--- config.mk ---
export PLATFORM = sky130hd
export DESIGN_NAME = if_id_queue
export DESIGN_NICKNAME = d
export VERILOG_FILES = /design/src/rtl/if_id_queue_pkg.sv /design/src/rtl/if_id_queue_fetch_buffer_mem.sv /design/src/rtl/if_id_queue.sv
export SDC_FILE = /design/constraint.sdc
export NUM_CORES = 1
export LEC_CHECK = 0
export ABC_AREA = 1
export CAP_MARGIN = 0
export CORE_ASPECT_RATIO = 0.9
export CORE_MARGIN = 1
export CORE_UTILIZATION = 55
export CTS_CLUSTER_DIAMETER = 30
export DETAILED_ROUTE_END_ITERATION = 16
export PLACE_DENSITY = 0.87
export SETUP_SLACK_MARGIN = 0.2
export SLEW_MARGIN = 20
export SYNTH_ARGS = -nofsm -noshare
export SYNTH_HDL_FRONTEND = slang
export SYNTH_SLANG_ARGS = --single-unit
--- constraint.sdc ---
create_clock -name clk -period 5.8 [get_ports clk]
set_input_delay 0.58 -clock clk [delete_from_list [all_inputs] [get_ports clk]]
set_output_delay 0.58 -clock clk [all_outputs]
set_load 0.01 [all_outputs]
--- src/rtl/if_id_queue_pkg.sv ---
// ----------------------------------------------------------------------------
// if_id_queue_pkg : shared types and constants for the IF->ID queue (rev 1.0)
// ----------------------------------------------------------------------------
`default_nettype none

package if_id_queue_pkg;

    localparam int XLEN = 32;

    // addi x0, x0, 0 -- what decode sees whenever the queue is empty
    localparam logic [XLEN-1:0] NOP_INSTR = 32'h0000_0013;

    typedef struct packed {
        logic [XLEN-1:0] instruction;
        logic [XLEN-1:0] pc;
        logic [XLEN-1:0] pc_plus4;
    } if_id_entry_t;

    typedef enum logic [1:0] {
        OP_IDLE = 2'd0,
        OP_PUSH = 2'd1,
        OP_POP  = 2'd2,
        OP_BOTH = 2'd3
    } q_op_e;

    function automatic q_op_e op_decode(input logic push, input logic pop);
        q_op_e op;
        op = OP_IDLE;
        if (push && pop) begin
            op = OP_BOTH;
        end else if (push) begin
            op = OP_PUSH;
        end else if (pop) begin
            op = OP_POP;
        end
        return op;
    endfunction

endpackage

`default_nettype wire

--- src/rtl/if_id_queue_fetch_buffer_mem.sv ---
// ----------------------------------------------------------------------------
// fetch_buffer_mem : DEPTH-entry register file, sync write / async read (rev 1.0)
// ----------------------------------------------------------------------------
`default_nettype none

module fetch_buffer_mem
    import if_id_queue_pkg::*;
#(
    parameter int DEPTH = 4,
    parameter int PTR_W = $clog2(DEPTH)
) (
    input  logic               clk,
    input  logic               wr_en,
    input  logic [PTR_W-1:0]   wr_addr,
    input  if_id_entry_t       wr_data,
    input  logic [PTR_W-1:0]   rd_addr,
    output if_id_entry_t       rd_data
);

    if_id_entry_t storage [DEPTH];

    always_ff @(posedge clk) begin
        if (wr_en) begin
            storage[wr_addr] <= wr_data;
        end
    end

    assign rd_data = storage[rd_addr];

endmodule

`default_nettype wire

--- src/rtl/if_id_queue.sv ---
// ----------------------------------------------------------------------------
// if_id_queue : fall-through instruction FIFO between fetch and decode (rev 1.0)
// ----------------------------------------------------------------------------
`default_nettype none

module if_id_queue
    import if_id_queue_pkg::*;
#(
    parameter int DATA_WIDTH = XLEN,
    parameter int DEPTH      = 4,
    localparam int PTR_W     = $clog2(DEPTH)
) (
    input  logic                  clk,
    input  logic                  rst_n,
    input  logic                  IF_valid_i,
    input  logic [DATA_WIDTH-1:0] IF_instruction_i,
    input  logic [DATA_WIDTH-1:0] IF_pc_i,
    input  logic [DATA_WIDTH-1:0] IF_pc_plus4_i,
    output logic                  IF_ready_o,
    input  logic                  ID_flush_i,
    input  logic                  ID_ready_i,
    output logic                  ID_valid_o,
    output logic [DATA_WIDTH-1:0] ID_instruction_o,
    output logic [DATA_WIDTH-1:0] ID_pc_o,
    output logic [DATA_WIDTH-1:0] ID_pc_plus4_o,
    output logic [PTR_W:0]        ID_count_o
);

    localparam logic [PTR_W:0] FULL_COUNT = (PTR_W + 1)'(DEPTH);

    logic [PTR_W-1:0] wr_ptr;
    logic [PTR_W-1:0] rd_ptr;
    logic [PTR_W:0]   count;
    logic             push;
    logic             pop;
    logic             mem_we;
    q_op_e            op;
    if_id_entry_t     wr_entry;
    if_id_entry_t     head;

    // Ready looks only at count, so a full queue refuses even with a same-cycle pop
    assign IF_ready_o = (count != FULL_COUNT);
    assign ID_valid_o = (count != '0);
    assign push       = IF_valid_i && IF_ready_o;
    assign pop        = ID_valid_o && ID_ready_i;
    assign op         = op_decode(push, pop);
    assign mem_we     = push && !ID_flush_i;

    assign wr_entry.instruction = IF_instruction_i;
    assign wr_entry.pc          = IF_pc_i;
    assign wr_entry.pc_plus4    = IF_pc_plus4_i;

    fetch_buffer_mem #(
        .DEPTH (DEPTH),
        .PTR_W (PTR_W)
    ) u_mem (
        .clk     (clk),
        .wr_en   (mem_we),
        .wr_addr (wr_ptr),
        .wr_data (wr_entry),
        .rd_addr (rd_ptr),
        .rd_data (head)
    );

    // Flush realigns rd_ptr onto wr_ptr rather than zeroing both
    always_ff @(posedge clk or negedge rst_n) begin
        if (!rst_n) begin
            wr_ptr <= '0;
            rd_ptr <= '0;
            count  <= '0;
        end else if (ID_flush_i) begin
            rd_ptr <= wr_ptr;
            count  <= '0;
        end else begin
            case (op)
                OP_PUSH: begin
                    wr_ptr <= wr_ptr + 1'b1;
                    count  <= count + 1'b1;
                end
                OP_POP: begin
                    rd_ptr <= rd_ptr + 1'b1;
                    count  <= count - 1'b1;
                end
                OP_BOTH: begin
                    wr_ptr <= wr_ptr + 1'b1;
                    rd_ptr <= rd_ptr + 1'b1;
                end
                default: begin
                    count <= count;
                end
            endcase
        end
    end

    assign ID_instruction_o = ID_valid_o ? head.instruction : NOP_INSTR;
    assign ID_pc_o          = ID_valid_o ? head.pc          : '0;
    assign ID_pc_plus4_o    = ID_valid_o ? head.pc_plus4    : '0;
    assign ID_count_o       = count;

`ifndef SYNTHESIS
    always_ff @(posedge clk) begin
        if (rst_n) begin
            assert (count <= FULL_COUNT)
                else $error("if_id_queue: occupancy above DEPTH");
            assert (!(mem_we && (count == FULL_COUNT)))
                else $error("if_id_queue: write while full");
        end
    end
`endif

endmodule

`default_nettype wire

## Word level (Yosys, flattened, before mapping)

Memory sizes are Yosys's and may differ from the RTL's.
Cells that the tools add are included.

- Register bits: 7
- RAM bits: 384
- Memories kept: 1

Memories:

| name | words | bits a word | read ports | clocked after memory_dff | wr ports | RTL line | text |
|---|---|---|---|---|---|---|---|
| u_mem.storage | 4 | 96 | 1 | 0 | 1 | if_id_queue_fetch_buffer_mem.sv:20 | `if_id_entry_t storage [DEPTH];` |

- $add $sub $neg: 4
- Eq/ne operators: 4
- Muxes and demuxes: 12
- Bitwise logic cells: 1
- Reduce and logical (&&, ||, !) cells: 11

Operators with widths:

| cell | count |
|---|---|
| 32-bit 2-to-1 mux | 3 |
| 2-bit 2-to-1 mux | 5 |
| 3-bit case mux with 2 select lines | 1 |
| 3-bit nonzero test | 2 |
| 2-bit by 1-bit adder with 2-bit output (second input constant) | 2 |
| 2-bit equality test (second input constant) | 2 |
| 1-bit logical AND | 4 |
| 2-bit OR reduction | 2 |
| 3-bit by 1-bit adder with 3-bit output (second input constant) | 1 |
| 3-bit 2-to-1 mux | 1 |
| 3-bit inequality test (second input constant) | 1 |
| 3-bit by 1-bit subtractor with 3-bit output (second input constant) | 1 |
| 2-bit by 1-bit equality test with 1-bit output (second input constant) | 1 |
| 1-bit 2-to-1 mux | 2 |
| 2-bit AND reduction | 1 |
| 2-bit nonzero test | 1 |
| 1-bit logical NOT | 1 |
| 1-bit inverter | 1 |

## Longest topological paths before layout

Gate-level depths: netlist of run 1.

- Depth in word-level cells: 9
- Depth in mapped cells: 12
- Mapped depth without buffers: 12

## Hierarchy

Synthesis of run 1 repeated with hierarchy kept, for this count alone.

- Cell total of the unflattened synthesis: 1764
- Area total of the unflattened synthesis: 17433.0 sq um

By module, submodules not included:

| module | times used | cells an instance | area each (sq um) |
|---|---|---|---|
| fetch_buffer_mem | 1 | 1512 | 16077.9 |
| if_id_queue | 1 | 252 | 1355.0 |

## Least setup slack after synthesis of run 1

OpenSTA, ideal clock, no wires.

- Path kind: register to register
- Start: register count[0] (netlist: ID_count_o[0])
- End: memory u_mem.storage[0][0] (netlist bit) (enable)
- Library setup time: 0.551 ns
- Data arrival time: 4.912 ns
- Required time: 5.249 ns
- Slack: 0.337 ns
- Cell stages (with the launch flop): 7
- Buffers on the path: 0
- Period minus slack after synthesis: 5.463 ns
- Path through: dfrtp_1 -> nor2_2 -> nand2_1 -> nand2_2 -> inv_2 -> nand2_2 -> nor2_1

- Word-level cells in the longest chain between the ends: 5

Ends and longest elaborated chain:

| element | RTL line | text |
|---|---|---|
| start: declaration | if_id_queue.sv:33 | `logic [PTR_W:0] count;` |
| start signal: assignment | if_id_queue.sv:78 | `count <= count + 1'b1;` |
| start signal: assignment | if_id_queue.sv:82 | `count <= count - 1'b1;` |
| start signal: assignment | if_id_queue.sv:89 | `count <= count;` |
| 3-bit inequality test | if_id_queue.sv:42 | `assign IF_ready_o = (count != FULL_COUNT);` |
| net IF_ready_o | if_id_queue.sv:19 | `output logic IF_ready_o,` |
| 1-bit logical AND | if_id_queue.sv:44 | `assign push = IF_valid_i && IF_ready_o;` |
| 1-bit logical AND | if_id_queue.sv:47 | `assign mem_we = push && !ID_flush_i;` |
| 1-bit 2-to-1 mux | if_id_queue_fetch_buffer_mem.sv:23 | `if (wr_en) begin` |
| 1-bit 2-to-1 mux (not written as such) | if_id_queue_fetch_buffer_mem.sv:24 | `storage[wr_addr] <= wr_data;` |
| end: declaration | if_id_queue_fetch_buffer_mem.sv:20 |  |

The timed path passes the listed nets, and every way through them passes these cells.

## Worst setup path in the final report of run 1

- Start: register rd_ptr[1]
- End: output port ID_pc_o[31]

- Word-level cells in the longest chain between the ends: 2

Ends and longest elaborated chain:

| element | RTL line | text |
|---|---|---|
| start: declaration | if_id_queue.sv:32 | `logic [PTR_W-1:0] rd_ptr;` |
| start signal: assignment | if_id_queue.sv:72 | `rd_ptr <= wr_ptr;` |
| start signal: assignment | if_id_queue.sv:81 | `rd_ptr <= rd_ptr + 1'b1;` |
| start signal: assignment | if_id_queue.sv:86 | `rd_ptr <= rd_ptr + 1'b1;` |
| memory 4 x 96 bit | n/a |  |
| 32-bit 2-to-1 mux | if_id_queue.sv:96 | `assign ID_pc_o = ID_valid_o ? head.pc : '0;` |
| end: declaration | if_id_queue.sv:24 | `output logic [DATA_WIDTH-1:0] ID_pc_o,` |

Every way passes these cells.

==> impl_metrics.json, run 1 <==
{
  "std_cell_rows": 57,
  "netlist_area_mm2": 0.0154,
  "layout.cell_area.non_filler_mm2": 0.0197,
  "routabilityCongestion": 0.764,
  "synth.yosys.warnings": 0,
  "first_global_vias": 10358,
  "floorplan.die.height_um": 161,
  "post_cts_hold_buffer_count": 0,
  "routedWlPerCell_um": 19.6,
  "worstPathMaxFanout": 50,
  "initial_core_util_pct": 56.5,
  "power.ir.vdd_worst_mv": 0.491,
  "global_route_wire_length_before_repair_mm": 54.6,
  "period_needed_ns": 4.21,
  "max_slew.worst_pin.slew_ns": 1.04,
  "final-hold-violation-count": 0,
  "clock-skew-final_ns": 0.0180,
  "port-buffer-count": 201,
  "post_detailed_placement_cell_area_mm2": 0.0176,
  "ioPinCount": 202,
  "grt_max_degree": 195,
  "period_share_pct": 72.7,
  "count_of_instances_resized_after_the_clock_tree_is_built": 0,
  "final_layout_size_suffix_gt1_share_pct": 9.38,
  "insertion_delay_ns": 0.58,
  "max_freq_mhz": 237,
  "setup.worst_path.class": "register to output pin",
  "avgSynthCellArea_um2": 12.9,
  "post_synth_inst_count": 1196,
  "tritoncts_num_sinks": 391,
  "grt_use_total_pct": 25.0,
  "ys_seq_area_share_pct": 76.1,
  "dpl.hpwl_mm": 19.1,
  "numPlacedInstances": 1692,
  "cts_root_buf": "sky130_fd_sc_hd__clkbuf_16",
  "worst_slew_margin_rel_pct": 30.2,
  "finalSetupViolCount": 0,
  "core_area_mm2": 0.0272,
  "finalWirelength_mm": 35.4,
  "syn2layout_area_growth_pct": 27.8,
  "detail-route-antenna-nets": 0,
  "cts-buffers-inserted": 60,
  "cp.arrival_ns": 3.63,
  "drc": 0,
  "final.setup.tns_ns": 0,
  "timing.final.max_slew_violations": 0,
  "static-leakage-power_uw": 0.00667,
  "overflow": 0,
  "pwr_density_cell_mw_per_mm2": 552,
  "synth_nets": 1302,
  "finish.net_count": 1507,
  "antenna_cells": 0,
  "min_path_type": "input pin to asynchronous set/reset pin",
  "cts_tree": "yes",
  "synth-seq-cells": 391,
  "cp-start-kind": "register",
  "chipWidth_um": 178,
  "die_area_mm2": 0.0286,
  "type_of_destination_of_the_critical_path": "output pin",
  "cts.repair_timing.setup_buffer_count": 0,
  "htreeDepth": 2,
  "initial_antenna_violation_count": 2,
  "maxCapViolCount": 0,
  "run_status": "finished, final reports clean",
  "cts.reportedPaths.clkPinSlew_ns": 0.06,
  "clock_path_buffers": 3,
  "cp_data_required_time_ns": 5.22,
  "vias": 10269,
  "drtPass1Iterations": 5,
  "layout.cells.non_filler": 1804,
  "grt_setup_unrepaired": "false",
  "drt-initial-drc-count": 1099,
  "synth_cell_type_count": 24,
  "drt-vias-per-instance": 5.69
}
## worst paths after layout
check                                           from                        endpoint  slack [ns]  cells past startpoint
min reg2reg                ID_count_o[1]$_DFFE_PN0P_       ID_count_o[1]$_DFFE_PN0P_        0.58                      2
max reg2reg                ID_count_o[0]$_DFFE_PN0P_  u_mem.storage[1][61]$_DFFE_PP_        3.18                      7
min in group clk           ID_count_o[1]$_DFFE_PN0P_       ID_count_o[1]$_DFFE_PN0P_        0.58                      2
min                                            rst_n           rd_ptr[0]$_DFFE_PN0P_        0.27                      1
max in group asynchronous                      rst_n           rd_ptr[1]$_DFFE_PN0P_        5.24                      1
max                            rd_ptr[1]$_DFFE_PN0P_                     ID_pc_o[31]        1.59                      6
## cells in the final DEF, fill, tap and decap left out, types with 8 or more instances in the layout
cell type / synthesis / final
sky130_fd_sc_hd__edfxtp_1: 384 / 384
sky130_fd_sc_hd__nor2_1: 391 / 387
sky130_fd_sc_hd__a21oi_1: 95 / 95
sky130_fd_sc_hd__clkdlybuf4s50_1: 0 / 201
sky130_fd_sc_hd__clkbuf_16: 0 / 60
sky130_fd_sc_hd__bufinv_16: 0 / 8
sky130_fd_sc_hd__buf_4: 10 / 10
sky130_fd_sc_hd__nand2_1: 16 / 16
sky130_fd_sc_hd__clkinvlp_4: 0 / 12
sky130_fd_sc_hd__clkinv_2: 0 / 10
sky130_fd_sc_hd__o21ai_0: 190 / 190
sky130_fd_sc_hd__inv_1: 11 / 11
## layer usage
metal | wire (um) | GRT usage [%]
met4 | 796 | 8.09
met5 | 27 | 0
met3 | 3400 | 5.16
met1 | 13500 | 32.5
met2 | 17700 | 42.1
## final cells by class
type | count | area, um^2
clock buffer | 60 | 1500
clock inverter | 51 | 547
fill | 1708 | 7580
inverter | 15 | 61.3
multi-input combinational | 716 | 3180
sequential | 391 | 11700
tap | 354 | 443
timing repair buffer | 217 | 2210
## critical path, cell delays in order (launching register included)
cell and delay (ns):
sky130_fd_sc_hd__dfrtp_4 0.82, sky130_fd_sc_hd__clkinv_2 0.54, sky130_fd_sc_hd__buf_4 0.45, sky130_fd_sc_hd__nor2_1 0.23
sky130_fd_sc_hd__o21ai_0 0.13, sky130_fd_sc_hd__a21oi_1 0.24, sky130_fd_sc_hd__clkdlybuf4s50_1 0.59
## Yosys cell counts (all sizes together)
library cell  count  area share (%)
a21oi            95             3.1
clkbuf           29            0.83
edfxtp          384              75
nand2            20            0.55
nand3b            1           0.049
nor2            393             9.6
inv              15            0.37
buf              45             2.3
o21ai           194             6.3
o311ai            3            0.17
xor2              1           0.057
dfrtp             7             1.1
xnor2             1           0.057
ha                4            0.33
nand3             3           0.098
fa                1            0.13
## power by group
part / internal (uW) / switching (uW) / total (uW)
clock: 2260 / 1300 / 3570
sequential: 3440 / 142 / 3580
combinational: 1480 / 2220 / 3700
total: 7180 / 3670 / 10800
## stage by stage
stage / hold WS [ns] / util, % / power [uW] / setup WS, ns
final: 0.275 / 72.2 / 10800 / 1.59
after CTS: 0.271 / 72.1 / 10900 / 1.57
after floorplan: 0.284 / - / 5740 / 0.337
after global routing: 0.293 / 72.2 / 11400 / 1.48
after detailed placement: 0.560 / 64.5 / 7280 / 2.27
after global placement: 0.554 / 64.5 / 7190 / 2.32
## cells by family after synthesis
family                   after synthesis  synth area share (%)
buffers and inverters                 89                  3.46
XOR/XNOR                               2                 0.114
AND/OR/NAND/NOR                      417                  10.3
adder cells (fa/ha/maj)                5                 0.455
AO/OA/AOI/OAI                        292                  9.57
flip-flops                           391                  76.1
## sequential cells by signal (all words and copies together), names as in the netlist
signal         cells
ID_count_o         3
u_mem.storage    384
wr_ptr             2
rd_ptr             2
Note: power is estimated with default switching activity, not from simulation.
==> inputs of run 2 (changes only) <==
--- a/config.mk
+++ b/config.mk
@@ -9,10 +9,10 @@
 export CAP_MARGIN = 0
 export CORE_ASPECT_RATIO = 0.9
 export CORE_MARGIN = 1
-export CORE_UTILIZATION = 55
+export CORE_UTILIZATION = 50
 export CTS_CLUSTER_DIAMETER = 30
 export DETAILED_ROUTE_END_ITERATION = 16
-export PLACE_DENSITY = 0.87
+export PLACE_DENSITY = 0.83
 export SETUP_SLACK_MARGIN = 0.2
 export SLEW_MARGIN = 20
 export SYNTH_ARGS = -nofsm -noshare
==> constraint.sdc (replaced) <==
create_clock -name clk -period 3.4 [get_ports clk]
set_input_delay 0.34 -clock clk [delete_from_list [all_inputs] [get_ports clk]]
set_output_delay 0.34 -clock clk [all_outputs]
set_load 0.01 [all_outputs]
==> impl_metrics.json, run 2 (synthesis gave the netlist of run 1 again) <==
{
  "switching_share_pct": 32.8,
  "drt-vias-per-instance": 5.38,
  "floorplan.die.height_um": 168,
  "whs_ns": 0.0741,
  "first_global_vias": 10151,
  "fillerInstances": 2045,
  "final_layout_size_suffix_gt1_share_pct": 10.3,
  "min_path_type": "input pin to asynchronous set/reset pin",
  "htreeDepth": 3,
  "overflow": 0,
  "tritoncts_num_sinks": 391,
  "cts.reportedPaths.clkPinSlew_ns": 0.05,
  "regMostFlops": "u_mem.storage",
  "final.setup.tns_ns": 0,
  "most_frequent_cells_in_the_layout": "387 x sky130_fd_sc_hd__nor2_1, 384 x sky130_fd_sc_hd__edfxtp_1, 201 x sky130_fd_sc_hd__clkdlybuf4s50_1, 190 x sky130_fd_sc_hd__o21ai_0, 95 x sky130_fd_sc_hd__a21oi_1",
  "final-hold-violation-count": 0,
  "pwr-share-clk_pct": 35.9,
  "insertion_delay_ns": 0.54,
  "static-leakage-power_uw": 0.00691,
  "setup.worst_path.class": "register to output pin",
  "total_power_uw": 19500,
  "multiInputGateArea_mm2": 0.00318,
  "clock_path_buffers": 3,
  "combinationalPowerShare_pct": 33.0,
  "pwr_density_cell_mw_per_mm2": 963,
  "largest_register_ffs": 384,
  "timing.final.max_slew_violations": 0,
  "max_slew.worst_pin.slew_ns": 0.538,
  "global_route_wire_length_before_repair_mm": 53.4,
  "antenna_cells": 0,
  "vias": 10105,
  "detail-route-antenna-nets": 0,
  "period_needed_ns": 3.08,
  "clock-skew-final_ns": 0.0240,
  "finalWirelength_mm": 34.6,
  "routedWlPerCell_um": 18.4,
  "power.ir.vdd_worst_mv": 0.597,
  "sequentialPowerShare_pct": 31.1,
  "power_report.internal_total_uw": 13100,
  "drc": 0,
  "ff_latch_area_mm2": 0.0117,
  "layout.cells.most_common": "sky130_fd_sc_hd__nor2_1",
  "routabilityCongestion": 0.803,
  "worstPathMaxFanout": 33,
  "cp.arrival_ns": 2.74,
  "syn2layout_area_growth_pct": 31.6,
  "core_area_mm2": 0.0301,
  "grt_setup_unrepaired": "false",
  "ioPinCount": 202,
  "chipWidth_um": 187,
  "cts-buffers-inserted": 72,
  "type_of_destination_of_the_critical_path": "output pin",
  "std_cell_rows": 60,
  "finish.net_count": 1524,
  "net-switching-power_uw": 6390,
  "maxCapViolCount": 0,
  "period_share_pct": 90.6,
  "cp_data_required_time_ns": 3.06,
  "run_status": "finished, final reports clean",
  "grt_use_total_pct": 21.9,
  "port-buffer-count": 201,
  "die_area_mm2": 0.0315,
  "max_freq_mhz": 325,
  "grt_max_degree": 99,
  "initial_core_util_pct": 51.1,
  "dpl.hpwl_mm": 19.1,
  "initial_antenna_violation_count": 1,
  "cp-start-kind": "register",
  "drtPass1Iterations": 5,
  "worst_slew_margin_rel_pct": 64.1,
  "drt-initial-drc-count": 916,
  "finalSetupViolCount": 0,
  "cts_tree": "yes",
  "cts_root_buf": "sky130_fd_sc_hd__clkbuf_16"
}
[run 2: layout make-up]
class	count	share of cell area [%]
sequential	391	57.9
multi-input combinational	716	15.7
timing repair buffer	222	11.5
clock buffer	81	9.17
clock inverter	50	2.94
tap	403	2.49
inverter	15	0.328
[run 2: critical path, cell delays in order, from the launching register on]
cell and delay, ns:
sky130_fd_sc_hd__dfrtp_4 0.51, sky130_fd_sc_hd__inv_4 0.24, sky130_fd_sc_hd__buf_4 0.38, sky130_fd_sc_hd__o21ai_0 0.21, sky130_fd_sc_hd__a21oi_1 0.26, sky130_fd_sc_hd__clkdlybuf4s50_1 0.58
[run 2: per-layer routing]
| metal | global-route usage (%) | vias up | share of wire (%) |
|---|---|---|---|
| met2 | 36.3 | 444 | 49 |
| met5 | 0 | - | 0 |
| met1 | 28.8 | 4877 | 42 |
| met4 | 8.16 | 0 | 2.5 |
| met3 | 4.42 | 74 | 7.0 |
| li1 | - | 4710 | - |
[run 2: path summary, 6_finish.rpt]
| path | start | to | slack [ns] | cells after the start |
|---|---|---|---|---|
| worst max-delay path | rd_ptr[0]$_DFFE_PN0P_ | ID_pc_plus4_o[9] | 0.32 | 5 |
| worst min-delay path | rst_n | rd_ptr[1]$_DFFE_PN0P_ | 0.07 | 1 |
| worst max register to register | ID_count_o[0]$_DFFE_PN0P_ | u_mem.storage[3][45]$_DFFE_PP_ | 1.26 | 7 |
| worst min register to register | ID_count_o[2]$_DFFE_PN0P_ | ID_count_o[2]$_DFFE_PN0P_ | 0.59 | 2 |
| max in group asynchronous | rst_n | rd_ptr[0]$_DFFE_PN0P_ | 3.02 | 1 |
| min in group clk | IF_instruction_i[13] | u_mem.storage[1][77]$_DFFE_PP_ | 0.42 | 1 |
[run 2: power by group through the flow]
stage          combinational (uW)  sequential (uW)  clock [uW]
6_report                     6430             6060        7010
3_5_place_dp                 6320             6170           0
5_1_grt                      7040             6100        7320
4_1_cts                      6410             6090        7100
2_1_floorplan                3670             6100           0
3_3_place_gp                 6210             6140           0
[run 2: timing repair]
item,in CTS,in global routing
gates resized for setup,1,1
endpoints found under the hold margin,0,0
buffers inserted,0,1
hold buffers,0,0
endpoints found under the setup margin,56,47
gates cloned,0,0
pin swaps,0,0
[run 2: per-stage QoR]
| step | util (%) | worst slack [ns] | instances | area [um^2] |
|---|---|---|---|---|
| floorplan | - | -0.465 | 1196 | 15400 |
| global placement | 59.0 | 0.759 | 1746 | 17800 |
| detailed placement | 59.0 | 0.646 | 1746 | 17800 |
| CTS | 67.2 | 0.207 | 1877 | 20200 |
| global route | 67.3 | 0.223 | 1878 | 20200 |
| finish | 67.3 | 0.321 | 1878 | 20200 |
